### config.mk
export PLATFORM = sky130hd
export DESIGN_NAME = fp_align_grs_flat
export DESIGN_NICKNAME = d
export VERILOG_FILES = /design/src/rtl/fpu_pkg.sv /design/src/rtl/fp_align_grs_if.sv /design/src/rtl/fp_grs_step.sv /design/src/rtl/fp_align_grs.sv /design/src/flat_wrapper.sv
export SDC_FILE = /design/constraint.sdc
export NUM_CORES = 1
export LEC_CHECK = 0
export CELL_PAD_IN_SITES_DETAIL_PLACEMENT = 1
export CELL_PAD_IN_SITES_GLOBAL_PLACEMENT = 2
export CORE_ASPECT_RATIO = 0.5
export CORE_MARGIN = 3
export CORE_UTILIZATION = 23
export DETAILED_ROUTE_END_ITERATION = 7
export HOLD_SLACK_MARGIN = 0.15
export PLACE_DENSITY_LB_ADDON = 0.12
export RECOVER_POWER = 100
export SLEW_MARGIN = 20
export SYNTH_ARGS = -nofsm -noshare
export SYNTH_HDL_FRONTEND = slang
export SYNTH_HIERARCHICAL = 1
export SYNTH_SLANG_ARGS = --single-unit
export TNS_END_PERCENT = 100
### constraint.sdc
create_clock -name i_clk -period 1.9 [get_ports i_clk]
set_clock_uncertainty 0.05 [all_clocks]
set_input_delay 0.285 -clock i_clk [delete_from_list [all_inputs] [get_ports i_clk]]
set_output_delay 0.285 -clock i_clk [all_outputs]
set_load 0.1 [all_outputs]
### src/rtl/fpu_pkg.sv
// Shared FPU definitions.
// Purpose : field-width derivation from the total float width, the
//           alignment FSM state type and the guard/round/sticky record.
// Ports   : none (package).
package fpu_pkg;

    // Exponent field width: 8 for binary32, 11 for binary64.
    function automatic int exp_width(input int size);
        return 5 + ($clog2(size) - 4) * 3;
    endfunction

    // Stored fraction width (sign and exponent removed).
    function automatic int frac_width(input int size);
        return size - exp_width(size) - 1;
    endfunction

    typedef enum logic [1:0] {
        IDLE,
        SHIFT,
        DONE
    } state_t;

    typedef struct packed {
        logic guard;
        logic round;
        logic sticky;
    } grs_t;

endpackage

### src/rtl/fp_align_grs_if.sv
// Request/result bundle of the right-alignment shifter.
// Purpose : carries the request handshake (i_valid/o_ready), the operand
//           (i_hidden, i_fraction, i_shift), the result handshake
//           (o_valid/i_ready) and the result (o_hidden, o_fraction, o_GRS).
// Modports: slave  - the shifter itself.
//           master - the block driving requests and taking results.
interface fp_align_grs_if #(
    parameter int SIZE = 64
);
    localparam int EXPONENT = fpu_pkg::exp_width(SIZE);
    localparam int FRACTION = fpu_pkg::frac_width(SIZE);

    logic                i_valid;
    logic                o_ready;
    logic                i_hidden;
    logic [FRACTION-1:0] i_fraction;
    logic [EXPONENT-1:0] i_shift;
    logic                o_valid;
    logic                i_ready;
    logic                o_hidden;
    logic [FRACTION-1:0] o_fraction;
    logic [2:0]          o_GRS;

    modport slave (
        input  i_valid, i_hidden, i_fraction, i_shift, i_ready,
        output o_ready, o_valid, o_hidden, o_fraction, o_GRS
    );

    modport master (
        output i_valid, i_hidden, i_fraction, i_shift, i_ready,
        input  o_ready, o_valid, o_hidden, o_fraction, o_GRS
    );

endinterface

### src/rtl/fp_grs_step.sv
// Single-bit right shift with guard/round/sticky tracking.
// Purpose : combinational next-state of {m, g, r, s} for one shift position;
//           shared with the normalizer.
// Ports   : m        - current mantissa (W bits)
//           grs      - current guard/round/sticky
//           m_next   - mantissa shifted right by one, zero filled
//           grs_next - guard takes the bit shifted out, round takes the old
//                      guard, sticky absorbs the old round
module fp_grs_step
    import fpu_pkg::*;
#(
    parameter int W = 24
) (
    input  logic [W-1:0] m,
    input  grs_t         grs,
    output logic [W-1:0] m_next,
    output grs_t         grs_next
);

    assign m_next   = {1'b0, m[W-1:1]};
    assign grs_next = '{guard:  m[0],
                        round:  grs.guard,
                        sticky: grs.sticky | grs.round};

endmodule

### src/rtl/fp_align_grs.sv
// Iterative right-alignment shifter producing guard/round/sticky.
// Purpose : accepts {hidden, fraction} and an unsigned right-shift amount,
//           shifts one bit per clock, and presents the aligned mantissa with
//           its GRS triple to the rounder.  Zero shifts and shifts that push
//           every bit past the round position finish on the accept edge.
// Ports   : i_clk   - clock
//           i_rst_n - synchronous active-low reset
//           bus     - fp_align_grs_if.slave (request, result, handshakes)
module fp_align_grs
    import fpu_pkg::*;
#(
    parameter int SIZE = 64
) (
    input  logic          i_clk,
    input  logic          i_rst_n,
    fp_align_grs_if.slave bus
);

    localparam int EXPONENT = exp_width(SIZE);
    localparam int FRACTION = frac_width(SIZE);
    // At this distance even the hidden bit lands below the round position.
    localparam int SAT      = FRACTION + 3;

    localparam logic [EXPONENT-1:0] SAT_V = EXPONENT'(SAT);
    localparam logic [EXPONENT-1:0] ONE_V = EXPONENT'(1);

    state_t              state, state_next;
    logic [EXPONENT-1:0] count, count_next;
    logic [FRACTION:0]   m, m_next, m_step;
    grs_t                grs, grs_next, grs_step;

    fp_grs_step #(
        .W(FRACTION + 1)
    ) u_step (
        .m       (m),
        .grs     (grs),
        .m_next  (m_step),
        .grs_next(grs_step)
    );

    always_ff @(posedge i_clk) begin
        if (!i_rst_n) begin
            state <= IDLE;
            count <= '0;
            m     <= '0;
            grs   <= '0;
        end else begin
            state <= state_next;
            count <= count_next;
            m     <= m_next;
            grs   <= grs_next;
        end
    end

    always_comb begin
        state_next = state;
        count_next = count;
        m_next     = m;
        grs_next   = grs;
        case (state)
            IDLE: begin
                if (bus.i_valid) begin
                    m_next   = {bus.i_hidden, bus.i_fraction};
                    grs_next = '0;
                    if (bus.i_shift == '0) begin
                        state_next = DONE;
                    end else if (bus.i_shift >= SAT_V) begin
                        // Whole mantissa folds into sticky in one step.
                        m_next          = '0;
                        grs_next.sticky = bus.i_hidden | (|bus.i_fraction);
                        state_next      = DONE;
                    end else begin
                        count_next = bus.i_shift;
                        state_next = SHIFT;
                    end
                end
            end
            SHIFT: begin
                m_next     = m_step;
                grs_next   = grs_step;
                // count is at least 1 here, so this cannot wrap.
                count_next = count - ONE_V;
                if (count == ONE_V) begin
                    state_next = DONE;
                end
            end
            DONE: begin
                if (bus.i_ready) begin
                    state_next = IDLE;
                end
            end
            default: begin
                state_next = IDLE;
            end
        endcase
    end

    assign bus.o_ready    = (state == IDLE);
    assign bus.o_valid    = (state == DONE);
    assign bus.o_hidden   = m[FRACTION];
    assign bus.o_fraction = m[FRACTION-1:0];
    assign bus.o_GRS      = grs;

endmodule

### src/flat_wrapper.sv
// flat-port wrapper written by rule: the top's interface ports become plain ports
module fp_align_grs_flat import fpu_pkg::*;
#(
    parameter int SIZE = 64
)
  (i_clk, i_rst_n, bus_i_valid, bus_i_hidden, bus_i_fraction, bus_i_shift, bus_i_ready, bus_o_ready, bus_o_valid, bus_o_hidden, bus_o_fraction, bus_o_GRS);
  fp_align_grs_if #(.SIZE(SIZE)) bus_i ();
  input  logic i_clk;
  input  logic i_rst_n;
  input wire logic [$bits(bus_i.i_valid)-1:0] bus_i_valid;
  input wire logic [$bits(bus_i.i_hidden)-1:0] bus_i_hidden;
  input wire logic [$bits(bus_i.i_fraction)-1:0] bus_i_fraction;
  input wire logic [$bits(bus_i.i_shift)-1:0] bus_i_shift;
  input wire logic [$bits(bus_i.i_ready)-1:0] bus_i_ready;
  output wire logic [$bits(bus_i.o_ready)-1:0] bus_o_ready;
  output wire logic [$bits(bus_i.o_valid)-1:0] bus_o_valid;
  output wire logic [$bits(bus_i.o_hidden)-1:0] bus_o_hidden;
  output wire logic [$bits(bus_i.o_fraction)-1:0] bus_o_fraction;
  output wire logic [$bits(bus_i.o_GRS)-1:0] bus_o_GRS;
  assign bus_i.i_valid = bus_i_valid;
  assign bus_i.i_hidden = bus_i_hidden;
  assign bus_i.i_fraction = bus_i_fraction;
  assign bus_i.i_shift = bus_i_shift;
  assign bus_i.i_ready = bus_i_ready;
  assign bus_o_ready = bus_i.o_ready;
  assign bus_o_valid = bus_i.o_valid;
  assign bus_o_hidden = bus_i.o_hidden;
  assign bus_o_fraction = bus_i.o_fraction;
  assign bus_o_GRS = bus_i.o_GRS;
  fp_align_grs #(.SIZE(SIZE)) u_core (.i_clk(i_clk), .i_rst_n(i_rst_n), .bus(bus_i));
endmodule
## After elaboration in Yosys (flattened, before gate mapping)

Index checks and enable logic that the tools add are counted.
W data, S select, Z words.

| storage, ports and cells | value |
|---|---|
| bits in registers | 69 |
| input bits | 68 |
| output and inout port bits | 58 |
| word-level logic and storage cells | 43 |

| cells by class | value |
|---|---|
| add/sub/neg operators | 1 |
| $lt $le $gt $ge | 1 |
| equality and inequality tests | 8 |
| mux-type cells | 18 |
| bitwise logic cells | 2 |
| reductions and logical operators | 7 |

Operator list:

| cell | count |
|---|---|
| $mux W53 | 3 |
| $pmux W53 S2 | 1 |
| $reduce_or A52 Y1 | 1 |
| $mux W11 | 3 |
| $pmux W11 S2 | 1 |
| $eq A11 B1 Y1 const B | 1 |
| $ge A11 B6 Y1 const B | 1 |
| $logic_not A11 Y1 | 1 |
| $sub A11 B1 Y11 const B | 1 |
| $mux W2 | 5 |
| $ne A2 B2 Y1 const B | 4 |
| $pmux W2 S3 | 1 |
| $pmux W3 S2 | 1 |
| $reduce_and A4 Y1 | 1 |
| $mux W3 | 1 |
| $reduce_and A3 Y1 | 1 |
| $eq A2 B1 Y1 const B | 1 |
| $eq A2 B2 Y1 const B | 1 |
| $logic_not A2 Y1 | 1 |
| $mux W1 | 2 |
| $ne A2 B1 Y1 const B | 1 |
| $or A1 B1 Y1 | 2 |
| $reduce_and A2 Y1 | 1 |
| $reduce_bool A2 Y1 | 1 |

## Depth between registers and ports, before layout

Gate-level depths: netlist (run 1).

| logic depth | value |
|---|---|
| depth after elaboration | 6 |
| gate-level depth with buffers | 7 |
| depth with buffers taken out | 7 |

## Hierarchy

Netlist (run 1), hierarchy kept.

By module, submodules not included:

| module | instances | cells an instance | area an instance (sq um) | seq. area each (sq um) |
|---|---|---|---|---|
| fp_align_grs | 1 | 384 | 3324.4 | 1381.3 |
| fp_grs_step | 1 | 57 | 422.9 | 0.0 |

## Worst setup path before layout (run 1)

OpenSTA, ideal clock, no wires.

| timing path | value |
|---|---|
| path kind | register to register |
| start | reg u_core.state[0] |
| end | reg u_core.count[0] |
| library setup time | 75 ps |
| data arrival time | 2246 ps |
| data required time | 1775 ps |
| path slack | -472 ps |
| stages on the path, launching flop included | 6 |
| buffers on the path | 2 |
| clock period less this slack | 2372 ps |
| cell sequence | dfxtp_1 > buf_4 > buf_2 > nor2_1 > nand4_1 > a31oi_1 |

| on the way | value |
|---|---|
| word-level cells in the longest chain between the ends | 3 |
| elaborated cells between the ends (all ways) | 8 |
| classes of those cells | eq/ne: 4; mux: 1; reduce/logical: 3 |

RTL lines:

| element | line | source |
|---|---|---|
| start, declared | fp_align_grs.sv:27 | `state_t state, state_next;` |
| start signal, assigned | fp_align_grs.sv:48 | `state <= state_next;` |
| $logic_not A2 Y1 * | n/a |  |
| net bus_o_ready | flat_wrapper.sv:15 | `output wire logic [$bits(bus_i.o_ready)-1:0] bus_o_ready;` |
| $ne A2 B2 Y1 (no source line) / $reduce_bool A2 Y1 (equally long branches) | n/a |  |
| $reduce_and A4 Y1 (no source line) | n/a |  |
| end signal, assigned | fp_align_grs.sv:49 | `count <= count_next;` |
| end, declared | fp_align_grs.sv:28 | `logic [EXPONENT-1:0] count, count_next;` |

The timed path passes the listed nets; every way through them passes the cells marked *.
A chain may end at the register's enable or synchronous reset.

## Worst setup path in the final report (run 1)

| timing path | value |
|---|---|
| start | in bus_i_shift[8] |
| end | reg u_core.state[1] |

| on the way | value |
|---|---|
| word-level cells in the longest chain between the ends | 5 |
| elaborated cells between the ends (all ways) | 6 |
| classes of those cells | order compare: 1; mux: 4; reduce/logical: 1 |

RTL lines:

| element | line | source |
|---|---|---|
| start, declared | flat_wrapper.sv:13 | `input wire logic [$bits(bus_i.i_shift)-1:0] bus_i_shift;` |
| $ge A11 B6 Y1 | fp_align_grs.sv:67 | `end else if (bus.i_shift >= SAT_V) begin` |
| $mux W2 | fp_align_grs.sv:67 |  |
| $mux W2 * | fp_align_grs.sv:65 | `if (bus.i_shift == '0) begin` |
| $mux W2 * | fp_align_grs.sv:62 | `if (bus.i_valid) begin` |
| $pmux W2 S3 * | fp_align_grs.sv:60 | `case (state)` |

Mark *: on every way between the ends. The rest lies on a longest branch, timed or not. The select of a mux whose other input is x is not followed.

==> flow_metrics.py, run 1 <==
metrics = {
    "drt": {
        "drt_iter0_markers": 156,
        "drc": 0,
        "first_pass_iters": 5,
        "wire_per_inst_um": 17.5,
        "wl_um": 13800,
        "vias": 3763,
        "ant_nets": 0,
        "vias_per_cell": 4.78,
    },
    "sta": {
        "setup_viol": 0,
        "slew_violations": 0,
        "tightest_slew_ns": 0.583,
        "finalCritPeriodShare": 0.984,
        "slew_headroom": 0.613,
        "rsz0062_at_grt": "true",
        "max_freq_mhz": 535,
        "period_needed_ns": 1.87,
        "fin_setup_tns_ns": 0,
        "hold_violations": 0,
        "setup_ws_ns": 0.0309,
    },
    "worst_setup_path": {
        "crit_chain": "dlygate4sd2_1, or4_4, a311oi_4, clkbuf_2, a21oi_4, a31o_1, a32o_1",
        "ff2ff_setup_slack_ns": 0.08,
        "critical_path.endpoint_type": "flip-flop",
        "reg2reg_to": "u_core/count[9]",
        "r2r_start": "u_core/count[0]",
        "crit_slowest_cell": "or4_4",
        "worst_ep_required_time_ns": 2.07,
        "critPathArrivalTime_ns": 2.04,
        "startpoint_type": "input pin",
        "cpPeakStageDelay_ns": 0.54,
        "worstSetupStartpoint": "bus_i_shift[8]",
        "crit_fanout": 4,
        "reg2reg_depth": 6,
        "cp-endpoint": "u_core/state[1]",
        "critPathKind": "input pin to flip-flop",
    },
    "synthesis": {
        "yosysWarningCount": 6,
        "syn_inst": 441,
        "synth_top_cell_by_area": "dfxtp_1",
        "syn_nets": 511,
        "synthDominantCellAreaShare": 0.369,
        "synth_seq_cells": 69,
        "synth-edff-count": 0,
        "syn-cell-area_mm2": 0.00375,
        "seq_area_frac_synth": 0.369,
        "synthDistinctLibCells": 47,
        "synth.avg_cell_area_um2": 8.50,
        "synth-main-ff-cell": "dfxtp_1",
        "async_flop_share": 0,
        "synthTopCellsByArea": "dfxtp_1 (37%), buf_4 (12%), a221oi_1 (10%), o21ai_0 (8.8%), nor2_1 (6.8%)",
    },
    "clock_network": {
        "clk_pin_slew_worst_paths_ns": 0.06,
        "clock_latency_ns": 0.33,
        "ctsRootBufferMaster": "clkbuf_16",
        "htree_levels": 3,
        "cts_buffers": 9,
        "clock_sinks": 69,
        "cts_tree": "done",
        "postCtsHoldBufs": 0,
        "clock_path_buffers": 2,
    },
    "placed_design": {
        "dp_hpwl_um": 9890,
        "dpl_worst_slack_ns": -0.526,
        "port_buffers": 125,
        "dp.cells": 770,
        "routabilityCongestion": 0.707,
    },
    "grt": {
        "overflow": 0,
        "grt_pass1_wl_um": 22100,
        "grt_pass1_vias": 3935,
        "grt_start_max_net_pins": 55,
        "antenna_found_initial": 0,
        "grt_usage": 0.155,
    },
    "pwr": {
        "ir_drop_mv": 0.495,
        "switching_share": 0.357,
        "powerDensity_mw_per_mm2": 902,
        "p_switching_mw": 1.74,
        "p_int_mw": 3.14,
        "power.leakage_nw": 2.24,
        "clkPwrFrac": 0.376,
        "pwr-share-comb": 0.292,
        "seqPwrFrac": 0.332,
    },
    "floorplanning": {
        "io_pins": 126,
        "dieArea_mm2": 0.0180,
        "start_util": 0.239,
        "die_w_um": 187,
        "core_mm2": 0.0157,
        "die_y_um": 96.3,
        "rows": 32,
    },
    "layout": {
        "drive_above_1_share": 0.320,
        "num_antenna_cells": 0,
        "fin_nets": 631,
        "layoutNonFillerInstCount": 787,
        "layout_common_cells": "dfxtp_1 (67), nor2_1 (66), buf_4 (66)",
        "synthToLayoutAreaGrowth_pct": 44.4,
        "n_fill_cell": 1821,
        "final_common_cell": "dfxtp_1",
    },
    "flow_run": {
        "cap_violations": 0,
    },
    "outcome": {
        "status": "finished, final reports clean",
    },
    "worst_hold_path": {
        "min_path_type": "input pin to flip-flop",
    },
}
stage by stage:
stage,hold slack [ns],instance area (um^2),power [mW],utilization
final,0.280,5410,4.88,0.346
after global routing,0.297,5410,5.11,0.346
after CTS,0.276,5610,5.03,0.358
after detailed placement,0.413,5240,3.15,0.335
after global placement,0.416,5240,3.16,0.335
after floorplan,0.383,3750,2.69,-
synth_stat cells (2+ instances only):
master     number
or3_1           3
o21ai_0        66
inv_1           2
nand2_1        12
buf_2           8
ha_1            2
nor3_1          7
a2bb2oi_1       2
nand4_1         4
a22oi_1         2
dfxtp_1        69
buf_4          60
nor2_1         68
or4_1           2
a21oi_1         9
nor2b_1         2
a221oi_2        9
a31oi_1         5
clkbuf_1       15
nand2b_1        4
o211ai_1        3
a221oi_1       44
nor4_1         15
buf_8           5
state kept, by name (all words and copies together), names as in the netlist:
| name | count |
|---|---|
| u_core/bus.o_GRS | 3 |
| u_core/count | 11 |
| u_core/m | 53 |
| u_core/state | 2 |
critical path, delay by kind of cell:
kind	cells	cell delay, ns
buffers and inverters	2	0.44
AOI/OAI and AO/OA	4	0.77
and+or+nand+nor	1	0.54
cell families (layout without fill, tap and decap cells):
family,count (synthesis),in the layout,share of synthesized area
flip-flops,69,69,0.369
AND/OR/NAND/NOR,125,125,0.156
adder cells (fa/ha/maj),2,2,0.00668
buffers and inverters,93,218,0.176
AO/OA/AOI/OAI,151,151,0.292
other,1,1,0.00100
worst min path at each step:
stage / slack (ns) / start / cells after the start / endpoint
2_1_floorplan: 0.38 / u_core/count[9] / 1 / u_core/count[9]
3_3_place_gp: 0.42 / u_core/count[9] / 1 / u_core/count[9]
3_5_place_dp: 0.41 / u_core/count[9] / 1 / u_core/count[9]
4_1_cts: 0.28 / i_rst_n / 3 / u_core/count[7]
5_1_grt: 0.30 / i_rst_n / 3 / u_core/count[7]
6_report: 0.28 / i_rst_n / 3 / u_core/count[6]
final cells by class:
class	count	area, um^2	area share
inverters	3	11.3	0.00208
multi-input cells	279	1820	0.337
clock buffers	10	239	0.0442
clock inverters	6	86.3	0.0160
well taps	221	277	0.0511
repair buffers	199	1590	0.294
flip-flops and latches	69	1380	0.256
layer usage:
metal / up-vias / track usage / wire length (um)
li1: 1833 / - / -
met1: 1832 / 0.208 / 6760
met2: 89 / 0.257 / 6380
met3: 9 / 0.0407 / 545
met4: 0 / 0.0245 / 78
met5: - / 0 / 0
power by group through the flow:
stage               clock network (mW)  logic, mW  registers [mW]
floorplan                            0      0.438            2.25
global placement                     0       1.50            1.66
detailed placement                   0       1.50            1.66
CTS                               1.90       1.50            1.63
global route                      1.97       1.51            1.63
finish                            1.84       1.42            1.62
timing repair:
item,in CTS,in global routing
pin swaps,4,8
gates resized for setup,10,22
setup buffers,1,0
cloned,0,0
endpoints found under the setup margin,66,60
hold endpoints to repair,0,0
No activity file was read; power rests on OpenSTA's default activity.
==> run 2: changes to the inputs <==
--- a/config.mk
+++ b/config.mk
@@ -9,14 +9,12 @@
 export CELL_PAD_IN_SITES_GLOBAL_PLACEMENT = 2
 export CORE_ASPECT_RATIO = 0.5
 export CORE_MARGIN = 3
-export CORE_UTILIZATION = 23
+export CORE_UTILIZATION = 22
 export DETAILED_ROUTE_END_ITERATION = 7
-export HOLD_SLACK_MARGIN = 0.15
 export PLACE_DENSITY_LB_ADDON = 0.12
 export RECOVER_POWER = 100
 export SLEW_MARGIN = 20
 export SYNTH_ARGS = -nofsm -noshare
 export SYNTH_HDL_FRONTEND = slang
-export SYNTH_HIERARCHICAL = 1
 export SYNTH_SLANG_ARGS = --single-unit
 export TNS_END_PERCENT = 100
==> run 2 against run 1 <==
Synthesized area fell by 15%. Largest power group unchanged. Synthesized cell count down 13%. Fmax is 1.4% higher. Highest routed layer unchanged. Register-to-register slack improved by 0.11 ns. Via count shrank 0.88%. Worst setup slack better by 0.026 ns. Sequential cell count stayed put. Sequential power barely moved. Die area decreased by 10%. Power fell by 0.12%. Critical path depth grew 1.
==> flow_metrics.py, run 2 <==
metrics = {
    "outcome": {
        "status": "finished, final reports clean",
    },
    "worst_setup_path": {
        "critPathKind": "input pin to flip-flop",
        "crit_fanout": 13,
        "crit_slowest_cell": "clkdlybuf4s50_1",
        "critPathMostFrequentCell": "buf_6",
        "worst_ep_required_time_ns": 2.06,
        "cpPeakStageDelay_ns": 0.45,
        "crit_chain": "clkdlybuf4s50_1, a31o_2, a311oi_4, buf_6, buf_6, buf_4, o21a_1, nor3_1",
        "startpoint_type": "input pin",
        "critPathArrivalTime_ns": 2.00,
        "critical_path.endpoint_type": "flip-flop",
    },
    "placed_design": {
        "dp_hpwl_um": 9680,
        "port_buffers": 125,
        "routabilityCongestion": 0.769,
        "dp.cells": 731,
    },
    "layout": {
        "n_fill_cell": 1660,
        "drive_above_1_share": 0.292,
        "layout_common_cells": "dfxtp_1 (69), nand2_1 (63), clkdlybuf4s50_1 (62)",
        "layoutNonFillerInstCount": 751,
        "largest_reg_flops": 53,
        "fin_nets": 624,
        "final_common_cell": "dfxtp_1",
        "synthToLayoutAreaGrowth_pct": 65.1,
        "regMostFlops": "u_core.m",
        "final_util": 0.380,
        "num_antenna_cells": 0,
    },
    "grt": {
        "grt_pass1_vias": 3817,
        "antenna_found_initial": 0,
        "grt_pass1_wl_um": 21900,
        "overflow": 0,
        "grt_start_max_net_pins": 42,
        "grt_usage": 0.172,
    },
    "sta": {
        "hold_violations": 0,
        "slew_headroom": 0.631,
        "setup_viol": 0,
        "holdWs_ns": 0.358,
        "rsz0062_at_grt": "true",
        "period_needed_ns": 1.84,
        "slew_violations": 0,
        "finalCritPeriodShare": 0.970,
        "tightest_slew_ns": 0.556,
        "max_freq_mhz": 543,
    },
    "drt": {
        "wl_um": 13900,
        "wire_per_inst_um": 18.5,
        "vias_per_cell": 4.97,
        "drt_iter0_markers": 150,
        "vias": 3730,
        "ant_nets": 0,
        "drc": 0,
        "first_pass_iters": 4,
    },
    "floorplanning": {
        "die_w_um": 177,
        "core_mm2": 0.0139,
        "dieArea_mm2": 0.0161,
        "die_y_um": 91.3,
        "start_util": 0.230,
        "io_pins": 126,
        "rows": 30,
    },
    "pwr": {
        "power.leakage_nw": 2.05,
        "ir_drop_mv": 0.426,
        "powerDensity_mw_per_mm2": 923,
        "p_total_mw": 4.87,
    },
    "synthesis": {
        "syn_inst": 383,
        "synth-main-ff-cell": "dfxtp_1",
        "synthTopCellsByArea": "dfxtp_1 (43%), o221ai_1 (14%), a21oi_1 (8.8%), nand2_1 (7.4%), nor4_1 (3.3%)",
        "ys_top_cells_by_count": "dfxtp_1 (69), nand2_1 (63), a21oi_1 (56), o221ai_1 (52), clkbuf_1 (28)",
        "async_flop_share": 0,
        "yosys.cell_count.top_type": "dfxtp_1",
        "synthDistinctLibCells": 40,
        "synth_seq_cells": 69,
        "syn-cell-area_mm2": 0.00320,
        "synth-edff-count": 0,
        "synthDominantCellAreaShare": 0.432,
        "synth.avg_cell_area_um2": 8.35,
        "synth_top_cell_by_area": "dfxtp_1",
        "seq_area_frac_synth": 0.432,
        "syn_nets": 453,
        "yosysWarningCount": 0,
    },
    "clock_network": {
        "clk_pin_slew_worst_paths_ns": 0.06,
        "htree_levels": 3,
        "cts_tree": "done",
        "clock_path_buffers": 2,
        "ctsRootBufferMaster": "clkbuf_16",
        "clock_latency_ns": 0.33,
        "clock_sinks": 69,
        "cts_buffers": 9,
    },
    "flow_run": {
        "cap_violations": 0,
    },
    "worst_hold_path": {
        "min_path_type": "input pin to flip-flop",
    },
}
## run 2: cell types whose count changed after synthesis, sizes merged, moves of 3 or more
cell and change:
nor2 -53, a31oi +4, o221ai +52, buf -68
a221oi -53, clkbuf +12, nand2 +52, a21oi +47
o21ai -52, inv +3
## run 2: final timing paths
path         cells past startpoint       startpoint             endpoint  slack, ns
min                              2          i_rst_n      u_core.count[3]       0.36
max reg2reg                      5  u_core.count[2]      u_core.count[5]       0.19
max                              8   bus_i_shift[3]  u_core.bus.o_GRS[0]       0.06
min reg2reg                      1  u_core.count[8]      u_core.count[8]       0.42
## run 2: kinds of logic after synthesis
logic type | count (synthesis) | share of synthesized area
DFF | 69 | 0.432
muxes | 1 | 0.00313
AOI/OAI and AO/OA | 151 | 0.327
adders and majority gates | 2 | 0.00782
and+or+nand+nor | 121 | 0.177
buffers and inverters | 39 | 0.0528
## run 2: critical path, delay by kind of cell
family	cells	cell delay [ns]
buffers and inverters	4	0.95
AOI/OAI and AO/OA	3	0.70
and+or+nand+nor	1	0.05
## run 2: where the power goes
part,switching [mW],leakage [nW],internal [mW]
logic,0.915,1.31,0.364
clock network,0.664,0.165,1.32
registers,0.0797,0.566,1.54
total,1.66,2.05,3.22
## run 2: per-layer routing
metal | GRT usage | part of all wire | vias up
met5 | 0 | 0 | -
met4 | 0.0353 | 0.0078 | 0
met3 | 0.0372 | 0.037 | 9
met2 | 0.277 | 0.46 | 77
met1 | 0.236 | 0.49 | 1822
li1 | - | - | 1822
## run 2: final cells by class
class / count / area, um^2 / share of cell area
multi-input cells: 275 / 1720 / 0.326
well taps: 192 / 240 / 0.0455
clock buffers: 10 / 239 / 0.0453
clock inverters: 6 / 110 / 0.0209
inverters: 5 / 18.8 / 0.00356
flip-flops and latches: 69 / 1380 / 0.262
repair buffers: 194 / 1570 / 0.297
## run 2: timing repair
action	in CTS	in global routing
hold buffers	0	0
setup endpoints to repair	67	60
gates cloned	1	2
resized for setup	12	10
pin swaps	7	5
endpoints found under the hold margin	0	0
setup buffers	1	0
## run 2: through the flow
stage                     cell area, um^2  TNS, ns  setup slack (ns)
after floorplan                      3200  -0.0559           -0.0559
final                                5280        0            0.0570
after global routing                 5280  -0.0736           -0.0193
after global placement               5020   -31.94            -0.544
after CTS                            5450        0           0.00436
after detailed placement             5020   -34.82            -0.614
==> run 3: changes to the inputs <==
==> constraint.sdc (replaced) <==
create_clock -name i_clk -period 1.9 [get_ports i_clk]
set_clock_uncertainty 0.05 [all_clocks]
set_input_delay 0.38 -clock i_clk [delete_from_list [all_inputs] [get_ports i_clk]]
set_output_delay 0.38 -clock i_clk [all_outputs]
set_load 0.1 [all_outputs]
==> run 3 against run 2 <==
Clock power fell by 9%. Largest power group unchanged. Worst setup slack lost 0.062 ns. The run now ends with negative setup slack left. Critical path depth unchanged. Non-clock buffer count rose by 3. Utilization is 0.86 points higher.
==> flow_metrics.py, run 3 (synthesis results as in run 2) <==
metrics = {
    "floorplanning": {
        "start_util": 0.230,
        "dieArea_mm2": 0.0161,
        "die_w_um": 177,
        "rows": 30,
        "io_pins": 126,
        "die_y_um": 91.3,
        "core_mm2": 0.0139,
    },
    "grt": {
        "grt_pass1_vias": 3969,
        "overflow": 0,
        "grt_pass1_wl_um": 22500,
        "grt_start_max_net_pins": 54,
        "antenna_found_initial": 0,
        "grt_usage": 0.176,
    },
    "clock_network": {
        "htree_levels": 3,
        "clock_sinks": 69,
        "ctsRootBufferMaster": "clkbuf_16",
        "clock_path_buffers": 2,
        "clock_latency_ns": 0.33,
        "cts_tree": "done",
        "clk_pin_slew_worst_paths_ns": 0.06,
        "cts_buffers": 9,
        "postCtsHoldBufs": 0,
    },
    "worst_setup_path": {
        "crit_chain": "buf_6, or4_4, a311oi_4, buf_6, buf_6, nand2_4, or3_4, a31oi_1",
        "critPathArrivalTime_ns": 2.11,
        "critPathKind": "input pin to flip-flop",
        "critPathMostFrequentCell": "buf_6",
        "reg2reg_depth": 6,
        "crit_fanout": 4,
        "crit_slowest_cell": "or4_4",
        "critical_path.endpoint_type": "flip-flop",
        "cpPeakStageDelay_ns": 0.54,
        "worst_ep_required_time_ns": 2.10,
        "startpoint_type": "input pin",
    },
    "placed_design": {
        "routabilityCongestion": 0.827,
        "dpl_worst_slack_ns": -0.581,
        "dp_hpwl_um": 9690,
        "port_buffers": 125,
    },
    "worst_hold_path": {
        "min_path_type": "input pin to flip-flop",
        "holdPathStages": 3,
    },
    "flow_run": {
        "cap_violations": 0,
    },
    "sta": {
        "slew_violations": 0,
        "setup_ws_ns": -0.00517,
        "fin_setup_tns_ns": -0.00517,
        "period_needed_ns": 1.91,
        "rsz0062_at_grt": "true",
        "max_freq_mhz": 525,
        "holdWs_ns": 0.325,
        "finalCritPeriodShare": 1.00,
        "tightest_slew_ns": 0.567,
        "hold_violations": 0,
        "setup_viol": 1,
        "slew_headroom": 0.624,
    },
    "drt": {
        "drt_iter0_markers": 170,
        "ant_nets": 0,
        "wl_um": 14100,
        "vias": 3757,
        "first_pass_iters": 4,
        "vias_per_cell": 4.99,
        "drc": 0,
        "wire_per_inst_um": 18.7,
    },
    "outcome": {
        "violations": "negative setup slack",
        "status": "finished, violations left",
    },
    "pwr": {
        "ir_drop_mv": 0.480,
        "p_total_mw": 4.72,
        "power.leakage_nw": 2.12,
        "powerDensity_mw_per_mm2": 873,
    },
    "layout": {
        "drive_above_1_share": 0.307,
        "fin_nets": 627,
        "synthToLayoutAreaGrowth_pct": 68.8,
        "num_antenna_cells": 0,
        "largest_reg_flops": 53,
        "final_common_cell": "dfxtp_1",
        "layout_common_cells": "dfxtp_1 (69), nand2_1 (63), clkbuf_2 (59)",
        "regMostFlops": "u_core.m",
    },
}
==> run 3: cell count changes in the layout (fill, tap and decap cells not counted), moves of 2 or more <==
cell / delta
clkdlybuf4s50_1: -10
dlymetal6s2s_1: +4
buf_4: -2
buf_16: +2
dlygate4sd2_1: +4
nor4_1: -2
clkdlybuf4s15_1: -2
buf_12: +6
==> run 3: path summary, 6_finish.rpt <==
| check | from | endpoint | slack, ns |
|---|---|---|---|
| worst max register to register | u_core.count[0] | u_core.count[2] | 0.17 |
| worst min register to register | u_core.count[8] | u_core.count[8] | 0.41 |
| worst max-delay path | bus_i_shift[8] | u_core.count[2] | -0.005 |
| worst min-delay path | bus_i_fraction[19] | u_core.m[19] | 0.32 |
==> run 3: repair_timing <==
action                                  in CTS  in global routing
resized for setup                           29                 17
endpoints found under the hold margin        0                  0
endpoints found under the setup margin      67                 27
pin swaps                                   12                  9
gates cloned                                 3                  0
setup buffers                                6                  1
==> run 3: critical path: cells and delay by family <==
family | cells | cell delay (ns)
AOI/OAI and AO/OA | 2 | 0.41
buffers and inverters | 3 | 0.36
and+or+nand+nor | 3 | 0.96
==> run 3: layout make-up <==
| type | instances | area (um^2) |
|---|---|---|
| Tap cell | 192 | 240 |
| Clock inverter | 6 | 88.8 |
| Fill cell | 1633 | 8490 |
| Timing Repair Buffer | 197 | 1690 |
| Sequential cell | 69 | 1380 |
| Multi-Input combinational cell | 275 | 1760 |
| Clock buffer | 9 | 225 |
| Inverter | 5 | 18.8 |
==> run 3: power by group <==
part | switching, mW | total [mW] | internal [mW] | leakage [nW]
registers | 0.0792 | 1.61 | 1.54 | 0.566
logic | 0.924 | 1.29 | 0.369 | 1.41
clock network | 0.666 | 1.81 | 1.14 | 0.147
==> run 3: per-layer routing <==
metal	routed length, um	GRT usage	vias up	share of wire
met5	0	0	-	0
met4	155	0.0379	0	0.011
met3	533	0.0376	14	0.038
met2	6690	0.292	75	0.48
met1	6710	0.236	1842	0.48
li1	-	-	1826	-
==> run 3: per-stage QoR <==
stage               cells  utilization  instance area (um^2)
floorplan             383            -                  3200
global placement      728        0.411                  5700
detailed placement    728        0.411                  5700
CTS                   752        0.448                  6220
global route          753        0.389                  5400
finish                753        0.389                  5400
==> edit 1: new RTL, config.mk and constraints of run 2 <==
Encoding of `state_t`: now one-hot (3 bits for 3 states).
--- a/src/rtl/fpu_pkg.sv
+++ b/src/rtl/fpu_pkg.sv
@@ -14,10 +14,10 @@
         return size - exp_width(size) - 1;
     endfunction
 
-    typedef enum logic [1:0] {
-        IDLE,
-        SHIFT,
-        DONE
+    typedef enum logic [2:0] {
+        IDLE  = 3'b001,
+        SHIFT = 3'b010,
+        DONE  = 3'b100
     } state_t;
 
     typedef struct packed {
Behaviour: same outputs for any inputs over 10 cycles, from zero or initial values and one cycle with i_rst_n low; not proved beyond that.
==> edit 1 against run 2 <==
Sequential cell count increased by 1. Critical path type is now flip-flop to flip-flop. Setup slack improved by 0.021 ns. Synthesized area decreased by 6.0%. Synthesized cell count decreased by 13%. Sequential power decreased by 4%. Combinational power decreased by 29%. Final area decreased by 8.6%. Via count decreased by 4.9%. First-iteration DRC count increased by 130%. Routed wire length decreased by 6.1%. Power decreased by 16%. Register-to-register slack got worse by 0.11 ns. Die area decreased by 5.7%. Critical endpoint is now u_core.m[11]$_SDFFE_PN0P_.
==> edit 1: results (changes against run 2) <==
metric	value	unit	change
layout cells sized above 1	26.18	%	was 29.16%
Area Overhead vs Synth	60.42	%	was 65.06%
ys async rst share	0	%	unchanged
routability cong.	0.8075		was 0.7685
vias in the first global route	3570		was 3817
TritonRoute pass-1 iters	6		was 4
DP Area	0.004596	sq mm	was 0.005025 sq mm
Rel. slew slack	62.29	%	was 63.08%
adder-cell share of the synthesized area	0.8323	%	was 0.7825%
Post-DP HPWL	9287	um	was 9677 um
GR Util met1	20.90	%	was 23.63%
post-DR vias/cell	5.384		was 4.967
Synthesized Nets	405		was 453
post-synthesis sequential area ratio	46.61	%	was 43.19%
CP max stage delay	0.43	ns	was 0.45 ns
Sw Pwr	1.170	mW	was 1.659 mW
outcome	finished, final reports clean		unchanged
Setup Buffers After CTS	0		was 1
Routed met3 length	669	um	was 508 um
Slew Limit Fails	0		unchanged
pin count of the biggest net entering global routing	55		was 42
Filler cells	1514		was 1660
H-tree depth	3		unchanged
Routed WL	13040	um	was 13890 um
post-place setup slack	-0.3431	ns	was -0.6144 ns
Tcrit/Tclk final	95.92	%	was 97.00%
maximum VDD drop	0.3563	mV	was 0.4257 mV
GRT met3 Usage	4.239	%	was 3.718%
starting DRC count in detailed routing	339		was 150
Total GRT Usage	16.36	%	was 17.16%
Leakage Power	1.926	nW	was 2.046 nW
post_cts resized	2		was 12
Met1 Wirelength	5840	um	was 6848 um
count of different cell masters after synthesis	43		was 40
post-synthesis mux area share	0	%	was 0.3130%
routed wire length on met2	6393	um	was 6428 um
==> edit 1: power groups by stage <==
stage / sequential (mW) / combinational (mW) / clock (mW)
detailed placement: 1.57 / 0.926 / 0
finish: 1.54 / 0.908 / 1.65
global route: 1.54 / 0.978 / 1.77
floorplan: 1.62 / 0.349 / 0
CTS: 1.54 / 0.934 / 1.70
global placement: 1.56 / 0.906 / 0
==> edit 1: critical path, delay by kind of cell (launching register included) <==
kind / cells / cell delay [ns]
AO/OA/AOI/OAI: 1 / 0.12
AND/OR/NAND/NOR: 4 / 0.70
buffers and inverters: 4 / 0.57
flip-flops: 1 / 0.32
==> edit 1: cell type report <==
type / instances / area share (%)
multi-input cells: 233 / 31.36
flip-flops and latches: 70 / 29.05
clock inverters: 4 / 0.9857
well taps: 170 / 4.410
clock buffers: 11 / 5.032
inverters: 5 / 0.4929
repair buffers: 166 / 28.66
==> edit 1: worst paths after layout <==
path / cells past startpoint / slack [ns] / startpoint / to
max: 9 / 0.08 / u_core.state[2]$_SDFFE_PN0P_ / u_core.m[11]$_SDFFE_PN0P_
min: 3 / 0.39 / bus_i_shift[1] / u_core.count[1]$_SDFFE_PN0P_
min reg2reg: 2 / 0.44 / u_core.m[0]$_SDFFE_PN0P_ / u_core.bus.o_GRS[2]$_SDFFE_PN0P_
max reg2reg: 9 / 0.08 / u_core.state[2]$_SDFFE_PN0P_ / u_core.m[11]$_SDFFE_PN0P_
==> edit 1: stage by stage <==
stage | hold WS (ns) | instances
final | 0.3867 | 659
after floorplan | 0.3833 | 335
after global placement | 0.4259 | 640
after global routing | 0.4008 | 659
after CTS | 0.4472 | 655
after detailed placement | 0.4324 | 640
==> edit 2: new RTL, settings of run 2 <==
Without the edit above. `SIZE` is set to 64 in 3 places; all go to 32.
--- a/src/rtl/fp_align_grs_if.sv
+++ b/src/rtl/fp_align_grs_if.sv
@@ -5,7 +5,7 @@
 // Modports: slave  - the shifter itself.
 //           master - the block driving requests and taking results.
 interface fp_align_grs_if #(
-    parameter int SIZE = 64
+    parameter int SIZE = 32
 );
     localparam int EXPONENT = fpu_pkg::exp_width(SIZE);
     localparam int FRACTION = fpu_pkg::frac_width(SIZE);
--- a/src/rtl/fp_align_grs.sv
+++ b/src/rtl/fp_align_grs.sv
@@ -9,7 +9,7 @@
 module fp_align_grs
     import fpu_pkg::*;
 #(
-    parameter int SIZE = 64
+    parameter int SIZE = 32
 ) (
     input  logic          i_clk,
     input  logic          i_rst_n,
--- a/src/flat_wrapper.sv
+++ b/src/flat_wrapper.sv
@@ -1,7 +1,7 @@
 // flat-port wrapper written by rule: the top's interface ports become plain ports
 module fp_align_grs_flat import fpu_pkg::*;
 #(
-    parameter int SIZE = 64
+    parameter int SIZE = 32
 )
   (i_clk, i_rst_n, bus_i_valid, bus_i_hidden, bus_i_fraction, bus_i_shift, bus_i_ready, bus_o_ready, bus_o_valid, bus_o_hidden, bus_o_fraction, bus_o_GRS);
   fp_align_grs_if #(.SIZE(SIZE)) bus_i ();
Ports: changed (resized bus_i_fraction, bus_i_shift and bus_o_fraction); port bits go from 126 to 65. No check against the original RTL was run, so the function may have changed too.
==> edit 2 against run 2 <==
Synthesized area down 44%. Final area shrank 49%. Maximum frequency grew 5.7%. Count of clock-buffer cells in the layout is 4 lower. Highest routed layer unchanged. Hold slack better by 0.072 ns. Routed wire length fell by 58%. Setup slack better by 0.10 ns. Synthesized cell count shrank 50%. Power fell by 55%. Sequential cell count shrank 32. Cell count shrank 50%. Critical path type unchanged.
==> edit 2: results (changes against run 2) <==
metric	value	unit	change
outcome	finished, final reports clean		unchanged
Port-buffer cells	64		was 125
CTS Buf Count	5		was 9
compound-gate portion of the synthesized area	25.11	%	was 32.71%
GR Util met1	18.09	%	was 23.63%
Tightest Hold Check Type	flip-flop to flip-flop		was input pin to flip-flop
layout cells sized above 1	24.16	%	was 29.16%
post-synthesis sequential area ratio	41.63	%	was 43.19%
first-pass GRT wire length	10050	um	was 21930 um
pin count of the biggest net entering global routing	27		was 42
GRT met3 Usage	3.478	%	was 3.718%
H-tree depth	2		was 3
Setup Buffers After CTS	0		was 1
Filler cells	896		was 1660
latest clock arrival within the worst-skew pair	0.28	ns	was 0.33 ns
Area contributors post-synth	dfxtp_1 (42%), a222oi_1 (13%), nor2b_1 (11%)		was dfxtp_1 (43%), o221ai_1 (14%), a21oi_1 (8.8%)
Commonest cells post-synth	dfxtp_1 (37), nor2b_1 (30), a222oi_1 (23)		was dfxtp_1 (69), nand2_1 (63), a21oi_1 (56)
Fmax achieved	573.6	MHz	was 542.6 MHz
M2 GR Usage	21.40	%	was 27.69%
Layout Nets	306		was 624
adder-cell share of the synthesized area	1.406	%	was 0.7825%
Total GRT Usage	13.32	%	was 17.16%
Leakage Power	1.011	nW	was 2.046 nW
vias in the first global route	1943		was 3817
Synthesized Nets	231		was 453
post_cts resized	0		was 12
post-synthesis mux area share	0	%	was 0.3130%
maximum VDD drop	0.2975	mV	was 0.4257 mV
Via Count	1839		was 3730
edit 2: changes by cell type after synthesis, sizes merged, moves of 3 or more:
cell           run 2  this run
a21oi             57         3
a222oi             0        23
a31oi              9         3
clkbuf            28         7
dfxtp             69        37
nand2             64        17
nand4              4         1
nor2b              4        30
nor4              17         6
o21ai             14        11
o221ai            52         0
edit 2: worst paths after layout:
check | startpoint | end | slack [ns] | depth (start not counted)
max | bus_i_shift[5] | u_core.m[1]$_SDFFE_PN0P_ | 0.16 | 6
min | u_core.count[6]$_SDFFE_PN0P_ | u_core.count[6]$_SDFFE_PN0P_ | 0.43 | 1
max reg2reg | u_core.count[1]$_SDFFE_PN0P_ | u_core.count[6]$_SDFFE_PN0P_ | 0.18 | 7
min reg2reg | u_core.count[6]$_SDFFE_PN0P_ | u_core.count[6]$_SDFFE_PN0P_ | 0.43 | 1
edit 2: cell type report:
type	count	share of cell area, %
Sequential cell	37	27.77
Inverter	4	0.5629
Timing Repair Buffer	81	24.48
Multi-Input combinational cell	139	35.83
Clock buffer	6	4.831
Clock inverter	2	1.454
Tap cell	108	5.066
edit 2: through the flow:
step                worst slack, ns  utilization (%)  power (mW)  instances
floorplan                   0.03239                -       1.065        193
global placement           -0.04024            34.37       1.257        369
detailed placement         -0.07248            34.37       1.257        369
CTS                          0.1655            36.58       2.234        377
global route                0.01099            35.11       2.297        377
finish                       0.1567            35.11       2.180        377
edit 2: worst max-delay path, cell delays in order:
cell             delay (ns)
clkdlybuf4s50_1        0.39
or3_1                  0.45
nor3_4                 0.18
clkbuf_4               0.33
a222oi_1               0.13
nor2b_1                0.13
edit 2: power breakdown:
part,switching [mW],internal (mW)
Combinational,0.237,0.173
Clock,0.336,0.622
Sequential,0.0169,0.795
edit 2: kinds of logic (layout without fill, tap and decap cells):
| kind of cell | after synthesis | count (layout) |
|---|---|---|
| simple gates | 84 | 84 |
| compound gates | 53 | 53 |
| flops | 37 | 37 |
| buf+inv | 17 | 93 |
| fa+ha+maj | 2 | 2 |
edit 2: metal layers:
metal	up-vias	part of all wire, %
li1	895	-
met1	900	46
met2	40	49
met3	4	4.3
met4	0	0.70
met5	-	0
